**config.mk**
```make
export PLATFORM = sky130hd
export DESIGN_NAME = pulse_train_generator
export DESIGN_NICKNAME = d
export VERILOG_FILES = /design/src/rtl/pulse_train_generator.sv
export SDC_FILE = /design/constraint.sdc
export NUM_CORES = 1
export LEC_CHECK = 0
export BUFFER_PORTS_ARGS = -buffer_cell sky130_fd_sc_hd__buf_2
export CORE_MARGIN = 2
export CORE_UTILIZATION = 40
export DETAILED_ROUTE_END_ITERATION = 16
export SYNTH_ARGS = -nofsm -noshare
export SYNTH_HDL_FRONTEND = slang
export SYNTH_SLANG_ARGS = --single-unit
```
**constraint.sdc**
```tcl
create_clock -name clk -period 2.9 [get_ports clk]
set_input_delay 0.29 -clock clk [delete_from_list [all_inputs] [get_ports clk]]
set_output_delay 0.29 -clock clk [all_outputs]
set_load 0.005 [all_outputs]
```
**src/rtl/pulse_train_generator.sv**
```systemverilog
// Pulse train generator.
// Emits num_pulses pulses on dout, each high for high_len cycles and then low
// for low_len cycles, followed by a one-cycle done strobe. The FSM and its
// counters form the first register stage. Every output is a second register
// stage computed from that state, so the outputs lag the state by one edge.
// Abort and reset also act directly on the output registers, so the outputs
// clear on the same edge that samples abort or rst.
module pulse_train_generator #(
  parameter int WIDTH = 8
) (
  input  logic             clk,
  input  logic             rst,
  input  logic             start,
  input  logic             abort,
  input  logic [WIDTH-1:0] high_len,
  input  logic [WIDTH-1:0] low_len,
  input  logic [WIDTH-1:0] num_pulses,
  output logic             dout,
  output logic             busy,
  output logic             done,
  output logic [WIDTH-1:0] pulse_cnt
);

  typedef enum logic [1:0] {
    IDLE = 2'd0,
    HIGH = 2'd1,
    LOW  = 2'd2,
    DONE = 2'd3
  } state_e;

  localparam logic [WIDTH-1:0] ONE  = WIDTH'(1);
  localparam logic [WIDTH-1:0] ZERO = '0;

  state_e           state_q, state_d;
  logic [WIDTH-1:0] phase_q, phase_d;
  logic [WIDTH-1:0] pulses_q, pulses_d;
  logic [WIDTH-1:0] highLen_q, highLen_d;
  logic [WIDTH-1:0] lowLen_q, lowLen_d;
  logic [WIDTH-1:0] numPulses_q, numPulses_d;

  logic             dout_q, dout_d;
  logic             busy_q, busy_d;
  logic             done_q, done_d;
  logic [WIDTH-1:0] pulseCnt_q, pulseCnt_d;

  // State register: FSM, phase/pulse counters, latched train settings and
  // the output registers; reset overrides everything, including start/abort.
  always_ff @(posedge clk) begin
    if (rst) begin
      state_q     <= IDLE;
      phase_q     <= ZERO;
      pulses_q    <= ZERO;
      highLen_q   <= ONE;
      lowLen_q    <= ONE;
      numPulses_q <= ZERO;
      dout_q      <= 1'b0;
      busy_q      <= 1'b0;
      done_q      <= 1'b0;
      pulseCnt_q  <= ZERO;
    end else begin
      state_q     <= state_d;
      phase_q     <= phase_d;
      pulses_q    <= pulses_d;
      highLen_q   <= highLen_d;
      lowLen_q    <= lowLen_d;
      numPulses_q <= numPulses_d;
      dout_q      <= dout_d;
      busy_q      <= busy_d;
      done_q      <= done_d;
      pulseCnt_q  <= pulseCnt_d;
    end
  end

  // Next-state logic. The phase counter counts 0..len-1, so a length of
  // 2^WIDTH-1 fits without wrapping. Zero lengths are stored as 1 when start
  // is accepted. The pulse counter is the number of pulses entered so far.
  always_comb begin
    state_d     = state_q;
    phase_d     = phase_q;
    pulses_d    = pulses_q;
    highLen_d   = highLen_q;
    lowLen_d    = lowLen_q;
    numPulses_d = numPulses_q;
    case (state_q)
      IDLE: begin
        if (start && !abort) begin
          highLen_d   = (high_len == ZERO) ? ONE : high_len;
          lowLen_d    = (low_len == ZERO) ? ONE : low_len;
          numPulses_d = num_pulses;
          phase_d     = ZERO;
          if (num_pulses == ZERO) begin
            state_d  = DONE;
            pulses_d = ZERO;
          end else begin
            state_d  = HIGH;
            pulses_d = ONE;
          end
        end
      end
      HIGH: begin
        if (abort) begin
          state_d = IDLE;
        end else if (phase_q == highLen_q - ONE) begin
          state_d = LOW;
          phase_d = ZERO;
        end else begin
          phase_d = phase_q + ONE;
        end
      end
      LOW: begin
        if (abort) begin
          state_d = IDLE;
        end else if (phase_q == lowLen_q - ONE) begin
          phase_d = ZERO;
          if (pulses_q < numPulses_q) begin
            state_d  = HIGH;
            pulses_d = pulses_q + ONE;
          end else begin
            state_d = DONE;
          end
        end else begin
          phase_d = phase_q + ONE;
        end
      end
      DONE: begin
        state_d = IDLE;
      end
      default: begin
        state_d = IDLE;
      end
    endcase
  end

  // Output logic. The outputs are derived from the current state, one edge
  // behind it. Abort clears the strobes immediately. pulse_cnt follows the
  // pulse counter only while a train is active, so it keeps its value across
  // an abort and through idle time.
  always_comb begin
    dout_d     = 1'b0;
    busy_d     = 1'b0;
    done_d     = 1'b0;
    pulseCnt_d = pulseCnt_q;
    if (!abort) begin
      case (state_q)
        HIGH: begin
          dout_d     = 1'b1;
          busy_d     = 1'b1;
          pulseCnt_d = pulses_q;
        end
        LOW: begin
          busy_d     = 1'b1;
          pulseCnt_d = pulses_q;
        end
        DONE: begin
          done_d     = 1'b1;
          pulseCnt_d = pulses_q;
        end
        default: begin
          pulseCnt_d = pulseCnt_q;
        end
      endcase
    end
  end

  assign dout      = dout_q;
  assign busy      = busy_q;
  assign done      = done_q;
  assign pulse_cnt = pulseCnt_q;

endmodule

```
==> impl_metrics.csv, run 1 <==
group,metric,value,unit
min_path,hold_path.class,"in -> reg",
sta,slew_viol_final,0,
sta,hold_viol,0,
power,powerDensity,574.5,mW/mm^2
power,p_leak,1.303,nW
worst_setup_path,r2r_slack,0.25,ns
finish,final_area,0.003431,mm^2
die,rows,31,
logic_synthesis,synth_cell_types,48,
global_route,antenna_found_initial,0,
worst_setup_path,cpPeakStageDelay,0.42,ns
global_route,grt_pass1_vias,2501,
global_route,overflow,0,
finish,final_nets,471,
route,firstDrtPassIters,4,
finish,layout-drive-gt1-share,14.52,%
logic_synthesis,post_synth.cell_area_avg,7.710,um^2
logic_synthesis,ys_seq_area_share,34.93,%
logic_synthesis,synth.cell_area,0.003038,mm^2
global_route,grt_pass1_wl,11910,um
sta,fmax,377.3,MHz
global_route,grt_use_total,17.39,%
sta,rsz0062_at_grt,"false",
clock_tree,clkTransAtPathRegs,0.11,ns
finish,mostFrequentLayoutCell,"nand2_1",
finish,mostFrequentLayoutCells,"78 x nand2_1, 52 x dfxtp_1, 50 x a21oi_1",
die,die_w,91.15,um
logic_synthesis,syn_inst,394,
placed_design,port_buffers,38,
placed_design,dpl_worst_slack,0.04677,ns
sta,min_period,2.651,ns
finish,num_antenna_cells,0,
power,finalPower,1.971,mW
sta,worst_slack,0.2492,ns
route,vias,2802,
clock_tree,cts_tree,"yes",
placed_design,dp_hpwl,5147,um
route,ant_nets,0,
logic_synthesis,yosys_warnings,0,
logic_synthesis,synth_top_area_share,34.93,%
sta,max_slew_margin,54.60,%
sta,holdWs,0.2032,ns
route,wl_per_cell,13.52,um
logic_synthesis,synthFlopType,"dfxtp_1",
worst_setup_path,worstPathMaxFanout,15,
route,via_per_inst,5.327,
logic_synthesis,synth_top_cells_by_area,"dfxtp_1 35%, nand2_1 9.6%, a21oi_1 8.2%, ha_1 7.0%, xnor2_1 2.9%",
sta,fin_skew,0.01133,ns
power,ir_drop,0.2579,mV
sta,finalSetupViolations,0,
die,die_area,0.008308,mm^2
sta,tightest_slew,0.6739,ns
finish,area_growth_syn_to_layout,12.93,%
finish,final_core_util,47.05,%
placed_design,placedCellCount,517,
route,dr.first_iter.drc_count,90,
finish,instances_no_fill,526,
clock_tree,clock_sinks,53,
route,routed_wl,7113,um
placed_design,gp_congestion,0.8210,
clock_tree,ctsHoldBuffers,0,
placed_design,placed_cell_area,0.003318,mm^2
logic_synthesis,syn-num-nets,439,
sta,fin_setup_tns,0,ns
die,die-height,91.15,um
die,start_util,41.66,%
worst_setup_path,cp_slowest_cell,"dfxtp_1",
worst_setup_path,crit_arrival,2.90,ns
die,core,0.007292,mm^2
status,status,"complete, no violations",
logic_synthesis,async_flop_share,0,%
worst_setup_path,critPathKind,"reg -> reg",
clock_tree,cts_buffer_depth,2,
finish,fillers,764,
global_route,grt_max_degree,44,
worst_setup_path,cp_cell_sequence,"inv_1 -> ha_1 -> o21ba_2 -> a221oi_1 -> a41oi_1 -> a2111oi_4 -> buf_4 -> a31oi_4 -> or3_1 -> a21oi_1",
sta,fin_crit_sh,91.41,%
clock_tree,cts_inserted_buffers,5,
logic_synthesis,synth_top_area_cell,"dfxtp_1",
clock_tree,h-tree-depth,2,
clock_tree,clk_latency,0.32,ns
clock_tree,cts_root_buf,"clkbuf_8",
worst_setup_path,critPathCaptureType,"flip-flop",
route,drc,0,
worst_setup_path,cp-start-kind,"flip-flop",
die,boundaryPins,39,
logic_synthesis,synth_edf_count,0,
run,drv_cap,0,
worst_setup_path,cp.required,3.15,ns
logic_synthesis,ys_seq_elements,53,
-- kinds of logic after synthesis --
logic type	share of synthesized area, %
adder cells (fa/ha/maj)	7.002
flip-flops	34.93
AO/OA/AOI/OAI	20.51
AND/OR/NAND/NOR	26.24
XOR/XNOR	4.901
buffers and inverters	5.436
multiplexers	0.9885
-- routing by layer --
metal	global-route usage [%]	vias up	share of wire (%)
li1	-	1451	-
met1	22.98	1294	46
met2	28.95	45	49
met3	2.905	12	3.3
met4	5.429	0	1.4
met5	0	-	0
-- worst paths after layout --
kind                                     from              to  cells past startpoint
worst max-delay path              lowLen_q[1]     pulses_q[7]                     10
worst max register to register    lowLen_q[1]     pulses_q[7]                     10
worst min-delay path            num_pulses[6]  numPulses_q[6]                      3
worst min register to register   pulse_cnt[7]    pulse_cnt[7]                      2
-- power breakdown --
part	switching (mW)	leakage, nW	internal (mW)	total (mW)
clock network	0.264	0.0447	0.175	0.439
registers	0.0580	0.430	0.779	0.837
logic	0.421	0.828	0.274	0.695
total	0.743	1.30	1.23	1.97
-- what timing repair did --
| item | CTS | global route |
|---|---|---|
| endpoints found under the hold margin | 0 | 0 |
| setup buffers | 0 | 1 |
| resized for setup | 0 | 3 |
| setup endpoints to repair | 0 | 8 |
-- registers in the layout, summed over array words and instances, names as in the netlist --
register     cells
pulses_q         8
dout             1
done             1
numPulses_q      8
lowLen_q         8
pulse_cnt        8
phase_q          8
busy             1
state_q          2
highLen_q        8
-- cell usage after synthesis, types with 2 or more instances --
cell type / count
or3_1: 7
and3_1: 2
xor2_1: 7
mux2i_1: 3
dfxtp_1: 53
clkbuf_1: 18
inv_1: 19
ha_1: 17
a21o_1: 3
a31oi_1: 5
nor2_1: 14
and2_1: 6
xnor2_1: 10
buf_2: 2
o211ai_1: 5
a211oi_1: 4
nand2_1: 78
nor4_1: 7
or4_1: 2
nand3_1: 10
a21oi_1: 50
o21ai_0: 13
nand2b_1: 4
o31a_1: 2
o221ai_1: 2
nor3b_1: 3
or2_2: 2
nor2b_1: 6
o21bai_1: 3
nand4_1: 10
nor3_1: 10
-- worst max-delay path: cells and delay by family (launching register included) --
family                   cells  cell delay, ns
flip-flops                   1            0.42
buffers and inverters        2            0.26
AO/OA/AOI/OAI                6            1.23
adder cells (fa/ha/maj)      1            0.29
AND/OR/NAND/NOR              1            0.39
-- area by class of cell --
cell class,instances,area (um^2),share of cell area [%]
inverter,19,71.32,2.079
clock inverter,3,25.02,0.7294
clock buffer,5,68.82,2.006
sequential,53,1062,30.96
multi-input combinational,300,1822,53.10
tap,99,123.9,3.611
timing repair buffer,47,257.7,7.513
(Power assumes the default switching activity.)
==> inputs of run 2 (changes only) <==
PLACE_DENSITY = 0.68   (was not set)
clock period = 2.46 ns   (was 2.9 ns; I/O delays follow)
==> impl_metrics.csv, run 2 (same netlist as run 1, synthesis figures left out) <==
group,metric,value,unit
global_route,grt_pass1_vias,2858,
finish,final_core_util,51.70,%
sta,holdWs,0.1705,ns
clock_tree,cts_buffer_depth,2,
finish,layout-drive-gt1-share,24.67,%
die,die-height,91.15,um
die,die_area,0.008308,mm^2
sta,fin_setup_tns,-0.04889,ns
clock_tree,cts_inserted_buffers,5,
route,routed_wl,8275,um
power,power.share.sequential,38.1,%
power,clockPowerShare,19.6,%
finish,instances_no_fill,553,
route,firstDrtPassIters,6,
global_route,grt_pass1_wl,13340,um
placed_design,port_buffers,38,
global_route,overflow,0,
route,vias,3054,
sta,min_period,2.487,ns
die,start_util,41.66,%
finish,mostFrequentLayoutCell,"nand2_1",
sta,tightest_slew,0.8204,ns
clock_tree,cts_tree,"yes",
sta,finalSetupViolations,3,
finish,num_antenna_cells,0,
worst_setup_path,cp-start-kind,"flip-flop",
clock_tree,h-tree-depth,2,
placed_design,placedCellCount,530,
sta,max_slew_margin,44.73,%
clock_tree,clk_latency,0.31,ns
route,wl_per_cell,14.96,um
sta,hold_viol,0,
power,comb_power_share,42.3,%
die,die_w,91.15,um
clock_tree,clkTransAtPathRegs,0.10,ns
placed_design,gp_congestion,0.8899,
clock_tree,clock_sinks,53,
worst_setup_path,crit_arrival,2.73,ns
min_path,hold_path.class,"in -> reg",
worst_setup_path,crit_path_end,"pulses_q[7]",
power,p_int,1.586,mW
worst_setup_path,cp.required,2.71,ns
global_route,grt_max_degree,25,
worst_setup_path,r2r_slack,-0.03,ns
power,swShare,37.93,%
die,boundaryPins,39,
power,powerDensity,677.7,mW/mm^2
global_route,antenna_found_initial,0,
finish,mostFrequentLayoutCells,"78 x nand2_1, 49 x dfxtp_1, 46 x a21oi_1",
power,power_switching,969.0,uW
sta,fin_skew,0.008022,ns
worst_setup_path,r2r_end,"pulses_q[7]",
route,drc,0,
placed_design,dp_hpwl,5632,um
worst_setup_path,critPathKind,"reg -> reg",
power,p_leak,1.471,nW
status,status,"complete, but fails checks",
route,via_per_inst,5.523,
power,finalPower,2.555,mW
sta,slew_viol_final,0,
status,violations,"setup timing",
sta,fmax,402.2,MHz
worst_setup_path,worstRegToRegCells,11,
finish,final_nets,498,
sta,rsz0062_at_grt,"true",
worst_setup_path,timing.critical_path.from,"lowLen_q[1]",
die,rows,31,
sta,fin_crit_sh,101.1,%
worst_setup_path,timing.rr.start,"lowLen_q[1]",
route,dr.first_iter.drc_count,197,
die,core,0.007292,mm^2
route,ant_nets,0,
run,drv_cap,0,
worst_setup_path,worstPathMaxFanout,6,
finish,area_growth_syn_to_layout,24.09,%
sta,worst_slack,-0.02658,ns
clock_tree,cts_root_buf,"clkbuf_8",
power,ir_drop,0.2511,mV
worst_setup_path,critPathCaptureType,"flip-flop",
global_route,grt_use_total,19.54,%
clock_tree,ctsHoldBuffers,0,
-- run 2: cell types whose count changed in the layout (fill, tap and decap cells not counted), moves of 3 or more --
cell	before	now
o21ai_1	0	4
a21oi_1	50	46
or3_4	0	3
buf_4	9	30
o21ai_0	13	6
dfxtp_2	1	4
or3_1	7	4
a21oi_2	0	4
dfxtp_1	52	49
o21ai_2	0	3
buf_6	0	6
-- run 2: power groups by stage --
stage	clock network (mW)	registers [mW]	logic [mW]
4_1_cts	0.507	0.972	0.951
3_3_place_gp	0	0.989	0.814
2_1_floorplan	0	0.991	0.584
6_report	0.500	0.974	1.08
5_1_grt	0.539	0.982	1.17
3_5_place_dp	0	0.992	0.833
-- run 2: repair_timing --
item,CTS,global route
pin swaps,5,16
gates cloned,1,0
resized for setup,8,40
setup endpoints to repair,7,18
buffers inserted,11,3
-- run 2: critical path, stage by stage, from the launching register on --
cell       delay (ns)
dfxtp_2          0.36
inv_2            0.05
ha_4             0.17
o21bai_1         0.17
a211oi_1         0.28
o21bai_1         0.14
a2111oi_4        0.33
buf_4            0.18
a31oi_4          0.09
buf_6            0.15
or3_4            0.36
a21oi_2          0.13
-- run 2: how the worst min path moves through the flow --
stage,cells after the start,slack (ns),startpoint,end
floorplan,2,0.38,num_pulses[0],numPulses_q[0]
global placement,2,0.44,pulse_cnt[2],pulse_cnt[2]
detailed placement,2,0.45,numPulses_q[7],numPulses_q[7]
CTS,3,0.17,low_len[7],lowLen_q[7]
global route,3,0.16,num_pulses[4],numPulses_q[4]
finish,3,0.17,num_pulses[4],numPulses_q[4]
-- run 2: layer usage --
layer  share of wire, %  global-route usage (%)  vias up
met1                 41                   23.72     1450
met4                2.9                   6.944        0
met2                 51                   34.51       83
met3                4.9                   3.485       23
met5                  0                       0        -
li1                   -                       -     1498
-- run 2: layout make-up --
| cell class | count | area [um^2] |
|---|---|---|
| Clock buffer | 5 | 68.82 |
| Clock inverter | 3 | 17.52 |
| Fill cell | 722 | 3522 |
| Inverter | 19 | 71.32 |
| Multi-Input combinational cell | 300 | 1939 |
| Sequential cell | 53 | 1066 |
| Tap cell | 99 | 123.9 |
| Timing Repair Buffer | 74 | 483.0 |
-- run 2: metrics by stage --
step,area (um^2),setup slack (ns)
global route,3770,-0.1038
CTS,3623,0.001926
global placement,3417,-0.004534
detailed placement,3417,-0.1382
floorplan,3039,0.003993
finish,3770,-0.02658
